$ cat src/rtl/atwo_pkg.sv
// atwo_pkg: shared aTwo bus widths, arbiter state encoding and arbitration defaults
package atwo_pkg;
  localparam int ATWO_ADDR_W = 8;
  localparam int ATWO_DATA_W = 8;
  localparam int ATWO_BURST_MAX = 4;
  localparam int ATWO_CORE_MIN = 2;
  typedef enum logic [1:0] {
    ST_CORE = 2'b00,
    ST_EXT  = 2'b01,
    ST_SLOT = 2'b10
  } arb_state_t;
endpackage

$ cat src/rtl/atwo_mbus_arbiter.sv
// atwo_mbus_arbiter: shares the memory bus between the aTwo core and one external master
module atwo_mbus_arbiter
  import atwo_pkg::*;
#(
  parameter int ADDR_W = ATWO_ADDR_W,
  parameter int DATA_W = ATWO_DATA_W,
  parameter int BURST_MAX = ATWO_BURST_MAX,
  parameter int CORE_MIN = ATWO_CORE_MIN
) (
  input  logic              clk,
  input  logic              reset,
  input  logic [ADDR_W-1:0] core_addr,
  input  logic [DATA_W-1:0] core_wdat,
  input  logic              core_r,
  input  logic              core_w,
  output logic [DATA_W-1:0] core_rdat,
  output logic              core_ce,
  input  logic              ext_req,
  input  logic              ext_we,
  input  logic [ADDR_W-1:0] ext_addr,
  input  logic [DATA_W-1:0] ext_wdat,
  output logic              ext_gnt,
  output logic              ext_rvalid,
  output logic [DATA_W-1:0] ext_rdat,
  output logic [ADDR_W-1:0] mem_addr,
  output logic [DATA_W-1:0] mem_wdat,
  output logic              mem_we,
  output logic              mem_re,
  input  logic [DATA_W-1:0] mem_rdat
);
  localparam int BW = $clog2(BURST_MAX + 1);
  localparam int SW = $clog2(CORE_MIN + 1);
  arb_state_t r_state, w_next;
  logic [BW-1:0] r_beats;
  logic [SW-1:0] r_slot;
  logic w_ext, w_beat, w_last_beat, w_last_slot;
  assign w_ext = r_state == ST_EXT;
  assign w_beat = w_ext & ext_req;
  assign w_last_beat = r_beats == BW'(BURST_MAX - 1);
  assign w_last_slot = r_slot == SW'(CORE_MIN - 1);
  always_comb begin
    w_next = ST_CORE;
    case (r_state)
      ST_CORE: w_next = ext_req ? ST_EXT : ST_CORE;
      ST_EXT:  w_next = !ext_req ? ST_CORE : w_last_beat ? ST_SLOT : ST_EXT;
      ST_SLOT: w_next = w_last_slot ? ST_CORE : ST_SLOT;
      default: w_next = ST_CORE;
    endcase
  end
  // beats only advances on granted beats, slot only while in SLOT; both clear otherwise
  always_ff @(posedge clk) begin
    if (reset) begin
      r_state <= ST_CORE;
      r_beats <= '0;
      r_slot <= '0;
    end else begin
      r_state <= w_next;
      r_beats <= w_beat ? r_beats + 1'b1 : '0;
      r_slot <= (r_state == ST_SLOT) ? r_slot + 1'b1 : '0;
    end
  end
  assign ext_gnt = w_ext;
  assign core_ce = !w_ext;
  // a core write held while frozen is masked here and lands once the core is re-enabled
  assign mem_addr = w_ext ? ext_addr : core_addr;
  assign mem_wdat = w_ext ? ext_wdat : core_wdat;
  assign mem_we = w_ext ? (ext_req & ext_we) : core_w;
  assign mem_re = w_ext ? (ext_req & ~ext_we) : core_r;
  assign core_rdat = mem_rdat;
  assign ext_rdat = mem_rdat;
  assign ext_rvalid = w_ext & ext_req & ~ext_we;
endmodule

$ cat config.mk
export PLATFORM = sky130hd
export DESIGN_NAME = atwo_mbus_arbiter
export DESIGN_NICKNAME = d
export VERILOG_FILES = /design/src/rtl/atwo_pkg.sv /design/src/rtl/atwo_mbus_arbiter.sv
export SDC_FILE = /design/constraint.sdc
export NUM_CORES = 1
export LEC_CHECK = 0
export ABC_AREA = 1
export CAP_MARGIN = 25
export CORE_MARGIN = 2
export CORE_UTILIZATION = 23
export DETAILED_ROUTE_END_ITERATION = 12
export PLACE_DENSITY = 0.72
export SLEW_MARGIN = 5
export SYNTH_ARGS = -nofsm -noshare
export SYNTH_HDL_FRONTEND = slang
export SYNTH_SLANG_ARGS = --single-unit
$ cat constraint.sdc
create_clock -name clk -period 1.2 [get_ports clk]
set_clock_uncertainty 0.15 [all_clocks]
set_input_delay 0.18 -clock clk [delete_from_list [all_inputs] [get_ports clk]]
set_output_delay 0.18 -clock clk [all_outputs]
set_load 0.01 [all_outputs]
==> metrics <==
outcome finished, violations left; violations in the final reports setup timing; area fraction of the dominant cell type after synthesis 25.56%; Leakage ~0.66 nW; setup ws final -0.3504 ns; final critical delay including setup and external delays between 1.5 and 2 ns; detailed-router iteration count before antenna repair 2; most used cells in the layout excluding fill and tap cells clkdlybuf4s50_1 (36), nand2_2 (27), nand2_1 (26); sequential element share of the synthesized area 20.74%; post-placement cell count 183; endpoint type of the worst setup path output port; kind of start point of the critical path register; die outline width 58.20 um; final HPWL from detailed placement about 1500 um; # H-tree levels 1; vias in the first global route a little under 900; post-synthesis compound-gate area fraction 1.481%; I/O pin count 83; global-route wire length before repair about 3500 um; vertical extent of the die between 50 and 60 um; total vias in the final route ~830; distinct cell type count of the synthesized netlist 15; violation count after the first detailed-routing iteration 7; remaining antenna violation count after routing 0; share of synthesized cell area in and, or, nand and nor gates 43.70%; actual slew at the worst max-slew pin ~0.16 ns; max-slew violation count 0; GP Congestion 0.7326; Ant. Diodes 0; vias per std cell approximately 4.2; required time worst endpoint 0.87 ns; average wire per cell in the routed design 11.02 um; number of synthesis warnings 0; crit path kind register to output port; Port Buffers a little under 60; CORE AREA around 2800 sq um; leading cell type in the layout, fill and taps excluded clkdlybuf4s50_1; row count 19; Synth Register Bits 7; maximum fanout along the worst path 19; top cells by area, synth nand2_1 (26%), dfxtp_1 (21%), buf_4 (19%), nand2_2 (8.3%), ha_1 (5.6%); share of the clock period used by the worst path 129.2%; unrepaired setup endpoints after global routing true; Die Footprint ~3400 sq um; initial core utilization about 24%; maximum number of pins on one net before global-route repair 20; achievable clock frequency 0.6450 GHz; CTS Buffer Depth 2; quantity of hold-fixing buffers added after cts 0; clock-pin slew on the worst setup and hold paths about 0.050 ns; combinational family with the most area after synthesis simple AND/OR/NAND/NOR gates; share of cells above drive strength 1 46.34%; data arrival at the endpoint of the critical path between 1 and 1.5 ns; Non-Filler Instances slightly below 200; Slew headroom about nine tenths; clock latency reported for the late side of the worst-skew pair 0.25 ns; TritonCTS clock tree built; setup violation total in the final timing report 26; Synth Net Count approximately 160; number of cells produced by synthesis ~110; multiplexer share of the synthesized area 0%; summed instance area of the synthesized netlist slightly below 700 sq um; root buffer cell clkbuf_4; Hold Crit Class input pin to output port; Peak supply drop about 0.64 mV; detailed-route DRC error count 0; adder-cell area share of the yosys netlist under 10%; post-synthesis xor/xnor area fraction 0%; total detailed-routing wirelength ~2100 um; number of antenna violations at the first check in global routing 0; Clock Sinks 7; Final Hold Slack about 0.21 ns; number of nets in the layout between 200 and 250; Area Growth Syn to Fin 98.89%; count of maximum capacitance violations 0; ratio of total power to cell area between 600 and 700 nW/um^2; cell type with the largest total area after synthesis nand2_1; global route overflow 0; fill cell count 285; global router's overall resource usage a little over an eighth; number of buffers created by CTS 3; mean instance size in the synthesized netlist 6.256 sq um; number of endpoints with negative hold slack in the final report 0; placement-stage worst setup slack -0.7075 ns
## metal layers
layer	global-route usage (%)	vias to the layer above	routed length, um
li1	-	418	-
met1	12.26	354	759
met2	26.46	47	1133
met3	3.125	6	209
met4	6.977	0	46
met5	0	-	0
## timing repair
item,4_1_cts,5_1_grt
gates resized for setup,119,11
pin swaps,9,2
cloned,2,0
endpoints found under the setup margin,21,25
setup buffers,8,3
## cells by family (layout without fill, tap and decap cells)
group,count (synthesis),after routing
and+or+nand+nor,68,68
adders and majority gates,3,3
DFF,7,7
AOI/OAI and AO/OA,2,2
buffers and inverters,28,84
## flip-flops by register name (all words and copies together), names as in the netlist
register	cells
r_beats	3
r_slot	2
r_state	2
## path summary, 6_finish.rpt
kind	end	cells after the start	slack [ns]	startpoint
max	mem_re	6	-0.35	r_state[1]
max reg2reg	r_beats[0]	6	-0.12	r_state[1]
min reg2reg	r_slot[0]	1	0.27	r_slot[0]
min	core_rdat[1]	0	0.21	mem_rdat[1]
## through the flow
step                      TNS, ns  area, sq um  util, %  power [mW]
after floorplan                 0        699.4        -      0.4256
after global placement     -11.15         1210    43.50      0.6108
after detailed placement   -11.72         1210    43.50      0.6160
after CTS                  -8.160         1376    49.48      0.8829
after global routing       -8.753         1344    48.31      0.9117
final                      -7.181         1344    48.31      0.8536
## cell type report
type | count | area [sq um] | area share (%)
tap | 31 | 38.79 | 2.886
multi-input combinational | 73 | 421.7 | 31.38
clock buffer | 4 | 26.28 | 1.955
timing repair buffer | 71 | 670.6 | 49.91
inverter | 9 | 41.29 | 3.073
sequential | 7 | 145.1 | 10.80
## critical path: stages, from the launching register on
cell	delay, ns
dfxtp_4	0.36
nor2_4	0.17
buf_6	0.14
inv_8	0.06
nand2_1	0.06
o21ai_1	0.05
buf_2	0.14
## cell usage after synthesis, drive strengths merged
master and n:
dfxtp 7, nor2 9, inv 9, ha 3, nand3 4, o21ai 1
buf 19, a21oi 1, nand2 55
## where the power goes
| group | internal (mW) | switching, mW |
|---|---|---|
| combinational | 0.243 | 0.162 |
| clock | 0.127 | 0.0870 |
| sequential | 0.234 | 0.00162 |
| total | 0.603 | 0.250 |
No activity file was read; power rests on OpenSTA's default activity.
==> RTL edit, RTL diff (config.mk and constraints unchanged) <==
Re-encode `arb_state_t` (3 states) as one-hot, 3 bits wide.
--- a/src/rtl/atwo_pkg.sv
+++ b/src/rtl/atwo_pkg.sv
@@ -5,8 +5,8 @@
   localparam int ATWO_BURST_MAX = 4;
   localparam int ATWO_CORE_MIN = 2;
-  typedef enum logic [1:0] {
-    ST_CORE = 2'b00,
-    ST_EXT  = 2'b01,
-    ST_SLOT = 2'b10
+  typedef enum logic [2:0] {
+    ST_CORE = 3'b001,
+    ST_EXT  = 3'b010,
+    ST_SLOT = 3'b100
   } arb_state_t;
 endpackage
Check against the original RTL: no difference found for any inputs over 10 cycles, from zero or initial values and one cycle with reset high; not proved beyond that.
==> RTL edit against the unedited design <==
The run still ends with negative setup slack left; total power grew 5.9%; area after synthesis grew 6.9%; design area up 12%; via count increased by 7.4%; sequential cell count up 1; global-route usage fell by 2.3 points; setup slack worse by 0.11 ns; hold slack is essentially flat; synthesized cell count rose by 12%; first-iteration DRC count rose by 100%; wire length rose by 0.51%; die area up 6.4%.
==> RTL edit: results (changes against the unedited design) <==
metric,value,unit,change
outcome,finished with violations,,
violations,negative setup slack,,
track_usage,11.0,%,-2.3 points
worst_hold_path.endpoint,core_rdat[3],,
setup_viol,23,,-12%
worst_slack,-0.457,ns,-0.107 ns
synthTopCellsByArea,"nand2_1 (31%), dfxtp_1 (22%), buf_4 (17%)",,
max_slew_margin,88.9,%,-0.15 points
rr_worst_depth,8,,+2
avgSynthCellArea,5.97,sq um,-4.6%
grt_first_pass_wirelength,2950,um,-17%
largestRegisters,"r_beats: 3 flops, r_state: 3 flops, r_slot: 2 flops",,
place_inst,213,,+16%
dp_hpwl,1670,um,+11%
cp_slowest_cell,dfxtp_2,,
routedWlPerCell,9.73,um,-12%
grtUsageMet3,4.98,%,+1.9 points
cp_top_family,buffers and inverters,,
cp.arrival,1.33,ns,+0.11 ns
clk-insertion-delay-late,0.25,ns,about the same
setup.worst_path.start,r_state[0]$_SDFF_PP1_,,
ys_seq_area_share,22.2,%,+1.4 points
root_buffer,clkbuf_4,,
leakage,0.716,nW,+8.8%
drt_iter0_markers,14,,+7
grtUsageMet1,12.1,%,-0.15 points
vias_per_cell,3.99,,-5.7%
irDropWorstVdd,0.496,mV,-23%
gp_congestion,0.821,,+12%
drive_gt1_share,46.1,%,-0.27 points
regToRegEndpoint,r_state[0]$_SDFF_PP1_,,
drtAntennaViolNets,0,,unchanged
netlist-cell-type-count,17,,+2
grt_max_degree,12,,-40%
post-place-ws,-0.649,ns,+0.0585 ns
min-delay-start,mem_rdat[3],,
use_met2,18.6,%,-7.8 points
critPathMaxStageDelay,0.33,ns,-0.03 ns
first_pass_iters,2,,unchanged
hold_ws,0.210,ns,-0.00000200 ns
hp-class,in -> out,,
synthTopCellsByCount,"nand2_1 (59), buf_4 (16), nor2_1 (11)",,
final_nets,229,,+7.0%
rrSetupSlack,-0.13,ns,
placed_area,1320,sq um,+9.2%
grt_pass1_vias,699,,-20%
io_buffers,58,,unchanged
ys.flop_type,dfxtp_1,,
setup_tns,-8.79,ns,-1.61 ns
fillerInstances,310,,+8.8%
clockBufferDepth,2,,unchanged
routed_wirelength,2160,um,+0.51%
syn-num-nets,170,,+8.3%
path_max_fanout,4,,-15
==> RTL edit: cell types whose count changed after synthesis, moves of 2 or more <==
cell	change
nand2_1	+13
nand2_2	-8
nor2_1	+3
inv_2	-2
nand3_1	+2
==> RTL edit: cell type report <==
cell class / count / area share, %
timing repair buffer: 73 / 49.4
multi-input combinational: 85 / 31.9
tap: 44 / 3.67
clock buffer: 3 / 1.50
inverter: 9 / 2.58
sequential: 8 / 10.9
==> RTL edit: metrics by stage <==
stage | util (%) | total power (W)
global placement | 43.6 | 0.000670
CTS | 45.5 | 0.000879
floorplan | - | 0.000475
detailed placement | 43.6 | 0.000673
global route | 49.6 | 0.000964
finish | 49.6 | 0.000904
==> RTL edit: routing by layer <==
layer	routed length [um]	part of all wire [%]
met2	1060	49
met5	0	0
met1	803	37
met4	23	1.1
met3	276	13
==> RTL edit: worst max path at each step <==
stage | to | slack [ns] | depth (start not counted)
after CTS | mem_addr[4] | -0.46 | 8
after global routing | mem_wdat[2] | -0.53 | 8
final | mem_wdat[2] | -0.46 | 8
after global placement | mem_we | -0.63 | 6
after detailed placement | mem_we | -0.65 | 6
after floorplan | mem_addr[4] | -0.009 | 6
==> RTL edit: cell families after synthesis <==
logic type                 Yosys count  share of synthesized area (%)
AOI/OAI and AO/OA                    2                           1.39
adders and majority gates            3                           5.20
DFF                                  8                           22.2
buffers and inverters               28                           25.5
and+or+nand+nor                     80                           45.8
==> RTL edit: what timing repair did <==
item                                    in CTS  in global routing
gates resized for setup                    103                 28
endpoints found under the hold margin        0                  0
pin swaps                                    1                  6
setup buffers                                3                  2
gates cloned                                 1                  1
endpoints found under the setup margin      21                 27
==> RTL edit: power by group <==
part | switching, W | internal, W
logic | 0.000163 | 0.000262
registers | 0.00000666 | 0.000274
clock network | 0.0000839 | 0.000114
total | 0.000254 | 0.000650
